<file path="config.mk">
export PLATFORM = sky130hd
export DESIGN_NAME = filter_pad_sequencer
export DESIGN_NICKNAME = d
export VERILOG_FILES = /design/src/rtl/filter_pad_sequencer_pkg.sv /design/src/rtl/filter_pad_sequencer_raster_counter.sv /design/src/rtl/filter_pad_sequencer.sv
export SDC_FILE = /design/constraint.sdc
export NUM_CORES = 1
export LEC_CHECK = 0
export CAP_MARGIN = 5
export CELL_PAD_IN_SITES_DETAIL_PLACEMENT = 1
export CELL_PAD_IN_SITES_GLOBAL_PLACEMENT = 2
export CORE_UTILIZATION = 25
export CTS_CLUSTER_DIAMETER = 120
export DETAILED_ROUTE_END_ITERATION = 8
export GPL_TIMING_DRIVEN = 0
export PLACE_DENSITY_LB_ADDON = 0.1
export SETUP_SLACK_MARGIN = 0.4
export SYNTH_ARGS = -nofsm -noshare
export SYNTH_HDL_FRONTEND = slang
export SYNTH_SLANG_ARGS = --single-unit
</file>
<file path="constraint.sdc">
create_clock -name clk -period 2.7 [get_ports clk]
set_input_delay 0.675 -clock clk [delete_from_list [all_inputs] [get_ports clk]]
set_output_delay 0.675 -clock clk [all_outputs]
set_load 0.03 [all_outputs]
</file>
<file path="src/rtl/filter_pad_sequencer_pkg.sv">
// Shared definitions for the filter pad sequencer: FSM state encoding,
// coordinate width and the pad-border helper.
package filter_pad_sequencer_pkg;

  // Sequencer states, 3-bit encoding.
  typedef enum logic [2:0] {
    ST_IDLE   = 3'd0,
    ST_TOPPAD = 3'd1,
    ST_LEAD   = 3'd2,
    ST_DATA   = 3'd3,
    ST_TRAIL  = 3'd4,
    ST_BOTPAD = 3'd5,
    ST_FLUSH  = 3'd6
  } state_t;

  // Width of the padded column/row coordinates.
  localparam int COORD_W = 16;

  // Border width on each side for an odd kernel size k.
  function automatic int pad_b(input int k);
    return (k - 1) / 2;
  endfunction

endpackage

</file>
<file path="src/rtl/filter_pad_sequencer_raster_counter.sv">
// pad_raster_counter: column/row position within the zero-padded raster.
// The column wraps at the padded row width and advances the row; at the
// final padded pixel both counters hold instead of overflowing. The
// terminal-count flags mark every boundary the sequencer FSM switches on.
module pad_raster_counter
  import filter_pad_sequencer_pkg::*;
#(
  parameter int width  = 320,
  parameter int height = 240,
  parameter int border = 3
) (
  input  logic               clk,
  input  logic               reset,
  input  logic               clear,
  input  logic               enable,
  output logic [COORD_W-1:0] col,
  output logic [COORD_W-1:0] row,
  output logic               colLeadEnd,
  output logic               colDataEnd,
  output logic               colLast,
  output logic               rowTopEnd,
  output logic               rowDataEnd,
  output logic               rowLast
);

  localparam int PAD_W = width + 2 * border;
  localparam int PAD_H = height + 2 * border;

  logic [COORD_W-1:0] col_reg;
  logic [COORD_W-1:0] row_reg;

  // Advance one padded pixel per enabled cycle; hold at the frame end.
  always_ff @(posedge clk) begin
    if (reset || clear) begin
      col_reg <= '0;
      row_reg <= '0;
    end else if (enable && !(colLast && rowLast)) begin
      if (colLast) begin
        col_reg <= '0;
        row_reg <= row_reg + COORD_W'(1);
      end else begin
        col_reg <= col_reg + COORD_W'(1);
      end
    end
  end

  assign col        = col_reg;
  assign row        = row_reg;
  assign colLeadEnd = (col_reg == COORD_W'(border - 1));
  assign colDataEnd = (col_reg == COORD_W'(border + width - 1));
  assign colLast    = (col_reg == COORD_W'(PAD_W - 1));
  assign rowTopEnd  = (row_reg == COORD_W'(border - 1));
  assign rowDataEnd = (row_reg == COORD_W'(border + height - 1));
  assign rowLast    = (row_reg == COORD_W'(PAD_H - 1));

endmodule

</file>
<file path="src/rtl/filter_pad_sequencer.sv">
// filter_pad_sequencer: streams each frame as a zero-padded raster into the
// neighbourhood filter, then emits flush beats and pulses oDone.
// Optional feature macro: FILTER_PAD_STALL_CNT_EN (upstream stall counter on
// oStallCnt; when undefined oStallCnt is tied to zero).
// flushCycles must be at least 1.
module filter_pad_sequencer
  import filter_pad_sequencer_pkg::*;
#(
  parameter int width       = 320,
  parameter int height      = 240,
  parameter int kernelSize  = 7,
  parameter int flushCycles = 16
) (
  input  logic        clk,
  input  logic        reset,
  input  logic        newFrame,
  input  logic        iValid,
  input  logic [23:0] iData,
  output logic        oReady,
  output logic        oValid,
  output logic [23:0] oData,
  output logic        oPad,
  output logic [15:0] oX,
  output logic [15:0] oY,
  output logic        oBusy,
  output logic        oDone,
  output logic        oFrameErr,
  output logic [31:0] oStallCnt
);

  localparam int B       = pad_b(kernelSize);
  localparam int FLUSH_W = (flushCycles > 1) ? $clog2(flushCycles) : 1;

  state_t state_reg, state_next;

  logic [COORD_W-1:0] col, row;
  logic col_lead_end, col_data_end, col_last;
  logic row_top_end, row_data_end, row_last;

  logic [FLUSH_W-1:0] flush_cnt_reg;
  logic               flush_last;

  logic        start, cnt_en, beat, beat_pad, xy_load, done_set;
  logic [23:0] beat_data;

  logic        valid_reg, pad_reg, done_reg, done_pending_reg, frame_err_reg;
  logic [23:0] data_reg;
  logic [15:0] x_reg, y_reg;

  pad_raster_counter #(
    .width (width),
    .height(height),
    .border(B)
  ) u_raster (
    .clk       (clk),
    .reset     (reset),
    .clear     (start),
    .enable    (cnt_en),
    .col       (col),
    .row       (row),
    .colLeadEnd(col_lead_end),
    .colDataEnd(col_data_end),
    .colLast   (col_last),
    .rowTopEnd (row_top_end),
    .rowDataEnd(row_data_end),
    .rowLast   (row_last)
  );

  assign flush_last = (flush_cnt_reg == FLUSH_W'(flushCycles - 1));
  assign oReady     = (state_reg == ST_DATA);
  assign oBusy      = (state_reg != ST_IDLE);

  // State register.
  always_ff @(posedge clk) begin
    if (reset) state_reg <= ST_IDLE;
    else       state_reg <= state_next;
  end

  // Next-state and beat decision for the current cycle.
  always_comb begin
    state_next = state_reg;
    start      = 1'b0;
    cnt_en     = 1'b0;
    beat       = 1'b0;
    beat_pad   = 1'b1;
    beat_data  = '0;
    done_set   = 1'b0;
    unique case (state_reg)
      ST_IDLE: begin
        if (newFrame) begin
          start      = 1'b1;
          state_next = ST_TOPPAD;
        end
      end
      ST_TOPPAD: begin
        beat   = 1'b1;
        cnt_en = 1'b1;
        if (col_last && row_top_end) state_next = ST_LEAD;
      end
      ST_LEAD: begin
        beat   = 1'b1;
        cnt_en = 1'b1;
        if (col_lead_end) state_next = ST_DATA;
      end
      ST_DATA: begin
        if (iValid) begin
          beat      = 1'b1;
          beat_pad  = 1'b0;
          beat_data = iData;
          cnt_en    = 1'b1;
          if (col_data_end) state_next = ST_TRAIL;
        end
      end
      ST_TRAIL: begin
        beat   = 1'b1;
        cnt_en = 1'b1;
        if (col_last) state_next = row_data_end ? ST_BOTPAD : ST_LEAD;
      end
      ST_BOTPAD: begin
        beat   = 1'b1;
        cnt_en = 1'b1;
        if (col_last && row_last) state_next = ST_FLUSH;
      end
      ST_FLUSH: begin
        beat = 1'b1;
        if (flush_last) begin
          state_next = ST_IDLE;
          done_set   = 1'b1;
        end
      end
      default: state_next = ST_IDLE;
    endcase
  end

  // Flush beats keep the last raster coordinate on oX/oY.
  assign xy_load = beat && (state_reg != ST_FLUSH);

  // Flush beat counter, idle at zero outside FLUSH.
  always_ff @(posedge clk) begin
    if (reset || state_reg != ST_FLUSH) flush_cnt_reg <= '0;
    else                                flush_cnt_reg <= flush_cnt_reg + FLUSH_W'(1);
  end

  // Registered beat outputs and status pulses.
  always_ff @(posedge clk) begin
    if (reset) begin
      valid_reg        <= 1'b0;
      pad_reg          <= 1'b0;
      data_reg         <= '0;
      x_reg            <= '0;
      y_reg            <= '0;
      done_pending_reg <= 1'b0;
      done_reg         <= 1'b0;
      frame_err_reg    <= 1'b0;
    end else begin
      valid_reg        <= beat;
      pad_reg          <= beat && beat_pad;
      data_reg         <= beat_data;
      if (xy_load) begin
        x_reg <= col;
        y_reg <= row;
      end
      // oDone lands on the cycle after the last flush beat is presented.
      done_pending_reg <= done_set;
      done_reg         <= done_pending_reg;
      frame_err_reg    <= newFrame && (state_reg != ST_IDLE);
    end
  end

  assign oValid    = valid_reg;
  assign oPad      = pad_reg;
  assign oData     = data_reg;
  assign oX        = x_reg;
  assign oY        = y_reg;
  assign oDone     = done_reg;
  assign oFrameErr = frame_err_reg;

`ifdef FILTER_PAD_STALL_CNT_EN
  logic [31:0] stall_cnt_reg;

  // Count cycles where upstream offers a pixel the sequencer cannot take.
  always_ff @(posedge clk) begin
    if (reset || start) begin
      stall_cnt_reg <= '0;
    end else if (iValid && !oReady && oBusy && (stall_cnt_reg != '1)) begin
      stall_cnt_reg <= stall_cnt_reg + 32'd1;
    end
  end

  assign oStallCnt = stall_cnt_reg;
`else
  assign oStallCnt = '0;
`endif

endmodule

</file>
* After elaboration in Yosys (flattened, before gate mapping)
Cells that the tools add are included.
** Storage, ports and cells
- Flip-flop bits (word level) :: 100
- Logic and storage cells :: 76
** Cells by class
- Reduce and logical (&&, ||, !) cells :: 17
- Add/sub/neg operators :: 3
- Bitwise operators :: 3
- Equality and inequality tests :: 22
- Muxes and demuxes :: 19
** Operators by type and width (count)
- 16-bit by 1-bit adder with 16-bit output, second input constant :: 2
- 16-bit by 2-bit == test with 1-bit output, second input constant :: 2
- 16-bit by 8-bit == test with 1-bit output, second input constant :: 2
- 16-bit by 9-bit == test with 1-bit output, second input constant :: 2
- 3-bit two-way mux :: 9
- 3-bit case mux with 7 select lines :: 1
- 16-bit two-way mux :: 1
- 2-bit inequality test, second input constant :: 7
- 3-bit == test, second input constant :: 3
- 8-bit AND reduction :: 1
- 3-bit by 2-bit == test with 1-bit output, second input constant :: 2
- 1-bit logical AND :: 6
- 1-bit two-way mux :: 6
- 5-bit OR reduction :: 1
- 4-bit by 1-bit adder with 4-bit output, second input constant :: 1
- 4-bit == test, second input constant :: 1
- 1-bit case mux with 2 select lines :: 2
- 4-bit OR reduction :: 1
- 3-bit by 1-bit == test with 1-bit output, second input constant :: 1
- 3-bit zero test :: 1
- 3-bit inequality test, second input constant :: 1
- 1-bit inverter :: 3
- 3-bit nonzero test :: 1
- 3-bit OR reduction :: 1
- 5 further kinds :: 6

* Longest topological paths before layout
- Word-level depth :: 5
- Depth in mapped cells :: 9
- Gate-level depth less buffers :: 8

* Cells and area by module
From an unflattened synthesis, not the netlist that was laid out.
** Unflattened totals
- Cells, all modules :: 515
- Area, all modules :: 4533.1 µm²
** By module, submodules not included
- filter_pad_sequencer :: area an instance 2732.6 µm², times used 1, cells each 301
- pad_raster_counter :: area an instance 1800.5 µm², times used 1, cells each 214

* Worst setup path after synthesis
No wires, ideal clock.
- Path kind :: register to register
- Start :: register state_reg[2]
- End :: register u_raster.col_reg[12], in the netlist u_raster.col[12]
- Library setup time :: 64 ps
- Cell stages (with the launch flop) :: 9
- Buffers on the path :: 2
- Required time :: 2636 ps
- Path slack :: 719 ps
- Arrival :: 1917 ps
- Path through :: dfxtp_1 > buf_2 > nor3_1 > inv_1 > o211ai_2 > nor2_2 > or2_1 > buf_2 > nor2_1
** Between the ends
- Word-level cells in the longest chain between the ends :: 4
** Ends and longest elaborated chain
- start: declaration :: RTL line filter_pad_sequencer.sv:34 : state_t state_reg, state_next;
- start signal: assignment :: RTL line filter_pad_sequencer.sv:76 : else state_reg <= state_next;
- 3-bit == test (tied with other cells) :: RTL line filter_pad_sequencer.sv:88 : unique case (state_reg)
- 4-bit OR reduction (no line)
- 1-bit case mux with 2 select lines :: RTL line filter_pad_sequencer.sv:88
- 1-bit logical AND :: RTL line filter_pad_sequencer_raster_counter.sv:37 : end else if (enable && !(colLast && rowLast)) begin
- end signal: assignment :: RTL line filter_pad_sequencer_raster_counter.sv:42 : col_reg <= col_reg + COORD_W'(1);
- end: declaration :: RTL line filter_pad_sequencer_raster_counter.sv:29 : logic [COORD_W-1:0] col_reg;
Several ways; a longest one is shown, not always the timed one.
A chain may end at the register's enable or synchronous reset.

* Worst setup path after layout
- Start :: input port iValid
- End :: register state_reg[0]
** Between the ends
- Word-level cells in the longest chain between the ends :: 2
** Ends and longest elaborated chain
- start: declaration :: RTL line filter_pad_sequencer.sv:17 : input logic iValid,
- 2-bit inequality test (no line)
- 8-bit AND reduction (no line)
No other way between the ends.

==> summary.md <==
| Metric | Value |
|---|---|
| Arr. time, crit path | `2440 ps` |
| CTS Buffer Depth | `2` |
| First-pass GRT wire length | `19700 µm` |
| Setup CP Type | `input pin to flip-flop` |
| CTS tree | `yes` |
| Max_cap viols | `0` |
| Worst-Margin Slew | `roughly 570 ps` |
| Area share of the largest cell type after synthesis | `0.467` |
| CP max FO | `5` |
| Vias/cell | `4.41` |
| Outcome | `finished, final reports clean` |
| CP Buf/Inv Count | `1` |
| Largest net degree at the start of global routing | `19` |
| Die ar. | `17700 µm²` |
| CTS Buf Count | `9` |
| CP endpoint kind | `flip-flop` |
| Crit-path cells | `clkdlybuf4s50_1 -> nor3b_1 -> a31oi_1 -> a2bb2oi_1 -> o2111ai_2 -> or4b_1 -> o31ai_1` |
| Required time of the critical path | `2960 ps` |
| Average size of a mapped cell | `8.64 µm²` |
| Post-synth top flop | `dfxtp_1` |
| Synth top area cells | `dfxtp_1 (47%), nand2_1 (6.2%), buf_4 (5.6%)` |
| Most frequent cells in the layout | `dfxtp_1 (100), clkdlybuf4s50_1 (86), nand2_1 (70), buf_4 (43)` |
| Met1 Wirelength | `5520 µm` |
| Initial antenna violation count | `0` |
| Number of synthesized flops with an enable pin | `0` |
| WL met2 | `6280 µm` |
| Layout cells sized above 1 | `0.161` |
| Final min period | `2180 ps` |
| Largest area contributor in the netlist | `dfxtp_1` |
| Flip-flop count of the largest register after layout | `24` |
| Yosys warnings | `0` |
| Drc violations | `0` |
| Commonest non-fill, non-tap cell in the layout | `dfxtp_1` |
| Antenna cells | `0` |
| WHS Path Cells | `1` |
| Worst VDD drop | `0.355 mV` |
| Later-pin clock latency in the skew report | `360 ps` |
| Critical path's slowest cell | `clkdlybuf4s50_1` |
| H-Tree Depth | `3` |
| Wire per inst | `approximately 14 µm` |
| Largest delay contributor family on the critical path | `compound AO/OA/AOI/OAI gates` |
| Design Power | `roughly 4 mW` |
| Synth Cell Area | `between 4000 and 5000 µm²` |
| Clock-pin slew on the worst setup and hold paths | `70 ps` |
| Antenna-violating nets left | `0` |
| Syn Inst Count | `496` |
| DIE HEIGHT | `about 130 µm` |
| Post-route clock period utilization | `0.808` |
| Die X | `133 µm` |
| Routability cong. | `0.707` |
| Slew headroom | `0.617` |
| # clock sinks | `100` |
| # port buffers | `88` |
| Startpoint Class | `input pin` |
| Async set-or-reset flop fraction in the synthesized netlist | `0` |
| Reg2reg path depth | `6` |
| WP depth | `7` |
| Min-Delay Path Class | `flip-flop to flip-flop` |
| FMAX | `between 0.4 and 0.5 GHz` |
| Synth unique cells | `between 40 and 50` |
| Dpl hpwl | `8940 µm` |
| DRC marker count from the first detailed-route iteration | `roughly 120` |
| Post-Route Skew | `~8 ps` |
| Post-synthesis sequential area ratio | `0.467` |
| Max Slew Vio Count | `0` |
| WL final | `12400 µm` |
| I/O Pins | `122` |
| Unrepaired setup endpoints after global routing | `yes` |
| Area growth from synthesis to layout | `41.5%` |
| Via total after detailed routing | `3794` |
| Root cell of the clock tree | `clkbuf_16` |
| Global Route Usage Sum | `0.143` |
| Highest Signal Layer | `met4` |
| Routed length on met3 | `between 300 and 400 µm` |
| Final setup vio count | `0` |
| Starting Density | `0.258` |
| Total negative slack | `0 ps` |
| Vias in the first global route | `3834` |
| Final Hold Vio Count | `0` |
| Yosys reg bits | `100` |
| # nets final | `671` |
| Core area | `16600 µm²` |
| Remaining Overflow, GRT | `0` |
| CP max stage delay | `540 ps` |
| Leak pwr | `roughly 2.2 nW` |
| Total iterations of the first detailed-routing run | `4` |
| Hold slack final | `444 ps` |
| Cell Rows | `47` |
| Cell Pwr Density | `655 nW/µm²` |
==> worst reg2reg max path, cell delays in order (launching register included) <==
cell and delay [ps]:
dfxtp_1 370, nor4_4 410, nand4_4 290, o21bai_1 370, nor4_1 380, xnor2_1 160, nor2_1 60
==> kinds of logic (layout without fill, tap and decap cells) <==
family                     count (synthesis)  count (layout)  share of synthesized area
DFF                                      100             100                      0.467
and+or+nand+nor                          225             225                      0.278
buffers and inverters                     74             188                     0.0957
xor gates and xnor gates                  27              27                     0.0552
AOI/OAI and AO/OA                         62              62                     0.0832
adders and majority gates                  7               7                     0.0204
other                                      1              32                   0.000875
==> power by group <==
group | switching (mW) | leakage (nW) | internal (mW) | total, mW
clock | 0.623 | 0.137 | 0.638 | 1.26
sequential | 0.0296 | 0.806 | 1.52 | 1.55
combinational | 0.772 | 1.24 | 0.389 | 1.16
total | 1.42 | 2.19 | 2.55 | 3.97
==> worst paths after layout <==
kind                                        from         endpoint  slack (ps)
worst max register to register   u_raster.col[7]  u_raster.row[5]         520
worst max-delay path                      iValid     state_reg[0]         520
worst min-delay path            done_pending_reg            oDone         440
worst min register to register  done_pending_reg            oDone         440
==> stage by stage <==
step	util	std cells	setup WS, ps	cell area [µm²]
floorplan	-	527	719	4400
global placement	0.334	835	-355	5560
detailed placement	0.334	835	-407	5560
CTS	0.355	854	279	5920
global route	0.365	861	362	6070
finish	0.365	861	518	6070
==> timing repair <==
item / 4_1_cts / 5_1_grt
setup buffers: 3 / 7
resized for setup: 16 / 30
hold buffers: 0 / 0
pin swaps: 1 / 6
setup endpoints to repair: 61 / 51
==> Yosys cell counts (7+ instances only) <==
cell type,count
dfxtp_1,100
nand2_1,71
a21oi_1,41
nor2_1,41
buf_4,32
xnor2_1,26
and2_1,25
clkbuf_1,16
nor3_1,16
inv_1,15
nand4_1,14
nand3_1,12
buf_2,10
ha_1,7
nor3b_1,7
==> area by class of cell <==
class,instances,area [µm²]
well taps,220,275
multi-input cells,353,2140
repair buffers,98,946
clock inverters,7,56.3
clock buffers,9,225
fillers,1977,10600
inverters,15,56.3
flip-flops and latches,100,2000
plain buffers,59,370
==> routing by layer <==
layer  track usage  vias up
li1              -     1879
met1         0.169     1836
met2         0.255       67
met3        0.0222       12
met4        0.0613        0
met5             0        -
(Power assumes the default switching activity.)
==> patch 1, RTL diff (config.mk and constraints unchanged) <==
Add a define of `FILTER_PAD_STALL_CNT_EN`.
--- a/src/rtl/filter_pad_sequencer.sv
+++ b/src/rtl/filter_pad_sequencer.sv
@@ -3,6 +3,8 @@
 // Optional feature macro: FILTER_PAD_STALL_CNT_EN (upstream stall counter on
 // oStallCnt; when undefined oStallCnt is tied to zero).
 // flushCycles must be at least 1.
+`define FILTER_PAD_STALL_CNT_EN
+
 module filter_pad_sequencer
   import filter_pad_sequencer_pkg::*;
 #(
Formal check against the unedited RTL: not equivalent (Yosys sat finds a counterexample within 4 cycles, from zero or initial values and one cycle with reset high).
==> patch 1 against the unedited design <==
  * Power increased by 12%
  * Design area increased by 32%
  * Final cell count increased by 29%
  * Maximum frequency decreased by 2.9%
  * Largest cell class unchanged
  * Synthesized area increased by 32%
  * Setup slack got worse by 0.065 ns
  * Sequential cell count increased by 32
  * Die area increased by 32%
  * Wire length increased by 50%
  * Utilization decreased by 0.19 points
  * The run now ends with design-rule violations left
==> patch 1: results (changes against the unedited design) <==
Result of the run: complete, but fails checks (was completed). The checks that failed: design-rule violations. The DRC violation count after routing came out at 8 (was 0). The met2 track utilization from global routing came out at 29.05% (was 25.54%).

The global-route total usage across every layer was 16.02% (was 14.33%). The number of global-route vias before repair is 5612 (was 3834). The count of routing violations after the opening detailed-route iteration came out at 177 (was 121). The clock buffer count is 17 (was 9). The number of port buffers is 121 (was 88). The number of vias per cell after detailed routing is 4.940 (was 4.407). The H-tree depth is 4 (was 3). The cell type of the slowest stage on the worst timing path is sky130_fd_sc_hd__dfxtp_1 (was sky130_fd_sc_hd__clkdlybuf4s50_1).

Main area contributors after synthesis: sky130_fd_sc_hd__dfxtp_1 47%, sky130_fd_sc_hd__a21oi_1 7.0%, sky130_fd_sc_hd__nand2_1 6.6% (was sky130_fd_sc_hd__dfxtp_1 47%, sky130_fd_sc_hd__nand2_1 6.2%, sky130_fd_sc_hd__buf_4 5.6%). The placement-stage cell area came to 7227 um2 (was 5560 um2). The worst reg2reg path startpoint is u_raster.col[12]$_SDFFE_PP0P_ (was u_raster.col[7]$_SDFFE_PP0P_). The final HPWL from detailed placement is 13580 um (was 8944 um). The maximum fanout along the worst path is 10 (was 5). The fraction of area in non-clock buffers came out at 19.10% (was 21.69%). The termination of the worst setup path is oBusy (was state_reg[0]$_SDFFE_PP0P_). The sequential-cell power consumption is 1.96 mW (was 1.55 mW). The number of non-clock buffers came out at 171 (was 157). The unique cell type count in the Yosys netlist is 59 (was 49).

The first-pass GRT wire length is 29550 um (was 19730 um). The latest clock arrival within the worst-skew pair came out at 0.43 ns (was 0.36 ns). The met1 capacity usage during global routing came to 18.63% (was 16.94%).
## patch 1: cell types whose count changed in the layout (fill, tap and decap cells not counted), sizes merged, moves of 27 or more
cell	unedited run	this run
a21oi	41	79
conb	32	0
dfxtp	100	132
nand2	71	100
o21ai	6	33
or3	1	30
## patch 1: per-layer routing
metal,share of wire [%],wire (um)
met2,52,9570
met1,44,8087
met4,0.71,131
met5,0,0
met3,3.9,724
## patch 1: timing repair
item                                    4_1_cts  5_1_grt
pin swaps                                     5        3
gates resized for setup                      29       28
buffers inserted                              7        5
endpoints found under the setup margin       93       61
gates cloned                                  0        0
## patch 1: worst min path at each step
stage / end / slack [ns] / depth (start not counted)
after detailed placement: oDone$_SDFF_PP0_ / 0.44 / 1
after global routing: oDone$_SDFF_PP0_ / 0.46 / 1
final: oDone$_SDFF_PP0_ / 0.44 / 1
after global placement: flush_cnt_reg[0]$_SDFF_PP0_ / 0.43 / 1
after floorplan: oDone$_SDFF_PP0_ / 0.41 / 1
after CTS: oDone$_SDFF_PP0_ / 0.45 / 1
==> patch 2, RTL diff (config.mk and constraints unchanged) <==
Without the edit above. Put one more register stage on the output `oFrameErr`, with the module's reset. The value now appears one clock later. The other outputs are not delayed to match.
--- a/src/rtl/filter_pad_sequencer.sv
+++ b/src/rtl/filter_pad_sequencer.sv
@@ -173,7 +173,13 @@
   assign oX        = x_reg;
   assign oY        = y_reg;
   assign oDone     = done_reg;
-  assign oFrameErr = frame_err_reg;
+  always_ff @(posedge clk) begin
+    if (reset) begin
+      oFrameErr <= '0;
+    end else begin
+      oFrameErr <= frame_err_reg;
+    end
+  end
 
 `ifdef FILTER_PAD_STALL_CNT_EN
   logic [31:0] stall_cnt_reg;
Check against the original RTL: not equivalent (a bounded check fails within 4 cycles, from zero or initial values and one cycle with reset high).
==> patch 2 against the unedited design <==
  * Design area grew 0.37%
  * Setup slack lost 0.090 ns
  * Wire length down 1.7%
  * Power fell by 3.5%
  * Synthesized area rose by 0.47%
  * Critical path depth shrank 4
  * Maximum frequency is 4.0% lower
  * First-iteration DRC count fell by 25%
  * Via count decreased by 1.8%
  * Sequential cell count grew 1
==> patch 2: results (changes against the unedited design) <==
Result of the run: completed (unchanged). The final net count came out at 672 (was 671). The startpoint-to-endpoint class of the critical path was register to output port (was primary input to register). The maximum fanout along the worst path came out at 6 (was 5).

The launching instance or port of the critical path was state_reg[1]$_SDFFE_PP0P_ (was iValid). The launch point of the worst hold path is frame_err_reg$_SDFF_PP0_ (was done_pending_reg$_SDFF_PP0_). The number of antenna violations at the first check in global routing was 0 (unchanged).

The share of synthesized registers carrying an async set or reset is 0% (unchanged). The number of port buffers is 88 (unchanged). The sequential cell area fraction in the yosys report is 46.94% (was 46.69%). The worst setup slack before clock tree synthesis came to -0.2937 ns (was -0.4065 ns). The count of routing violations after the opening detailed-route iteration came out at 91 (was 121). The flip-flop count of the largest register after layout came to 24 (unchanged). The arrival time of data at the critical path endpoint is 1.60 ns (was 2.44 ns). The slew of the pin with the lowest slew margin is 0.7373 ns (was 0.5739 ns). The clock transition at the registers of the reported paths is about 0.08 ns. The share of cells above drive strength 1 is 15.11% (was 16.07%).

The first-pass GRT wire length came to 19690 um (was 19730 um). The leakage power of the design came out at 2.246 nW (was 2.186 nW). The class of the tightest hold or removal check is register to register (unchanged). The routability-driven placement congestion ratio is 0.7150 (was 0.7065). Main area contributors after synthesis: sky130_fd_sc_hd__dfxtp_1 47%, sky130_fd_sc_hd__nand2_1 6.9%, sky130_fd_sc_hd__buf_4 5.9% (was sky130_fd_sc_hd__dfxtp_1 47%, sky130_fd_sc_hd__nand2_1 6.2%, sky130_fd_sc_hd__buf_4 5.6%). The worst supply voltage drop on vdd came out at 0.0003280 V (was 0.0003555 V). The mean routed wirelength per cell is 14.10 um (was 14.36 um). The final HPWL from detailed placement came out at 9016 um (was 8944 um). The number of global-route vias before repair is 3774 (was 3834). The final-layout fill cell count is 1990 (was 1977).

Top post-synthesis cells by count: 101 x sky130_fd_sc_hd__dfxtp_1, 79 x sky130_fd_sc_hd__nand2_1, 46 x sky130_fd_sc_hd__a21oi_1 (was 100 x sky130_fd_sc_hd__dfxtp_1, 71 x sky130_fd_sc_hd__nand2_1, 41 x sky130_fd_sc_hd__a21oi_1, 41 x sky130_fd_sc_hd__nor2_1, 32 x sky130_fd_sc_hd__buf_4). The unique cell type count in the Yosys netlist was 48 (was 49). The via count was 3724 (was 3794). The final setup skew came to 0.009571 ns (was 0.008170 ns).

The global-route total usage across every layer is 14.21% (was 14.33%). The worst reg2reg path startpoint is u_raster.col[12]$_SDFFE_PP0P_ (was u_raster.col[7]$_SDFFE_PP0P_).
[patch 2: layer usage]
layer  vias up  share of wire (%)  global-route usage, %
met4         0                1.3                  3.220
li1       1868                  -                      -
met3        12                4.4                  4.414
met1      1771                 46                  17.49
met5         -                  0                      0
met2        73                 49                  24.13
[patch 2: cells by family after synthesis]
family	share of synthesized area [%]
mux	0.2324
compound gates	8.220
flops	46.94
fa+ha+maj	2.033
xor+xnor	4.676
other cells	0.08705
buf+inv	9.613
simple gates	28.20
[patch 2: cell type report]
cell class	count	area share (%)
plain buffers	56	6.163
clock buffers	10	3.924
clock inverters	6	1.233
inverters	15	0.9449
multi-input cells	355	33.77
flip-flops and latches	101	33.22
well taps	220	4.519
repair buffers	99	16.23
[patch 2: timing repair]
item	in CTS	in global routing
gates resized for setup	18	12
setup buffers	5	5
cloned	1	0
endpoints found under the setup margin	49	80
pin swaps	3	5
hold endpoints to repair	0	0
[patch 2: report_power, final]
group          total [mW]  internal, mW  switching (mW)
combinational       0.890         0.303           0.586
clock                1.38         0.761           0.622
sequential           1.56          1.53          0.0360
total                3.84          2.59            1.24
[patch 2: worst paths after layout]
path                                                   to  slack (ns)  cells after the start
worst min register to register       oFrameErr$_SDFF_PP0_        0.45                      1
worst max-delay path                                oBusy        0.43                      3
worst min-delay path                 oFrameErr$_SDFF_PP0_        0.45                      1
worst max register to register  state_reg[2]$_SDFFE_PP0P_        0.58                      6
[patch 2: critical path, stage by stage (launching register included)]
cell                            delay, ns
sky130_fd_sc_hd__dfxtp_1             0.39
sky130_fd_sc_hd__nor3_4              0.26
sky130_fd_sc_hd__clkinv_2            0.19
sky130_fd_sc_hd__dlygate4sd2_1       0.40
[patch 2: metrics by stage]
stage | cell area (um2) | power [mW] | cells | utilization (%)
3_5_place_dp | 5580 | 2.440 | 835 | 33.41
4_1_cts | 6012 | 3.873 | 857 | 36.00
6_report | 6091 | 3.836 | 862 | 36.47
3_3_place_gp | 5580 | 2.427 | 835 | 33.41
5_1_grt | 6091 | 4.048 | 862 | 36.47
2_1_floorplan | 4424 | 2.153 | 527 | -
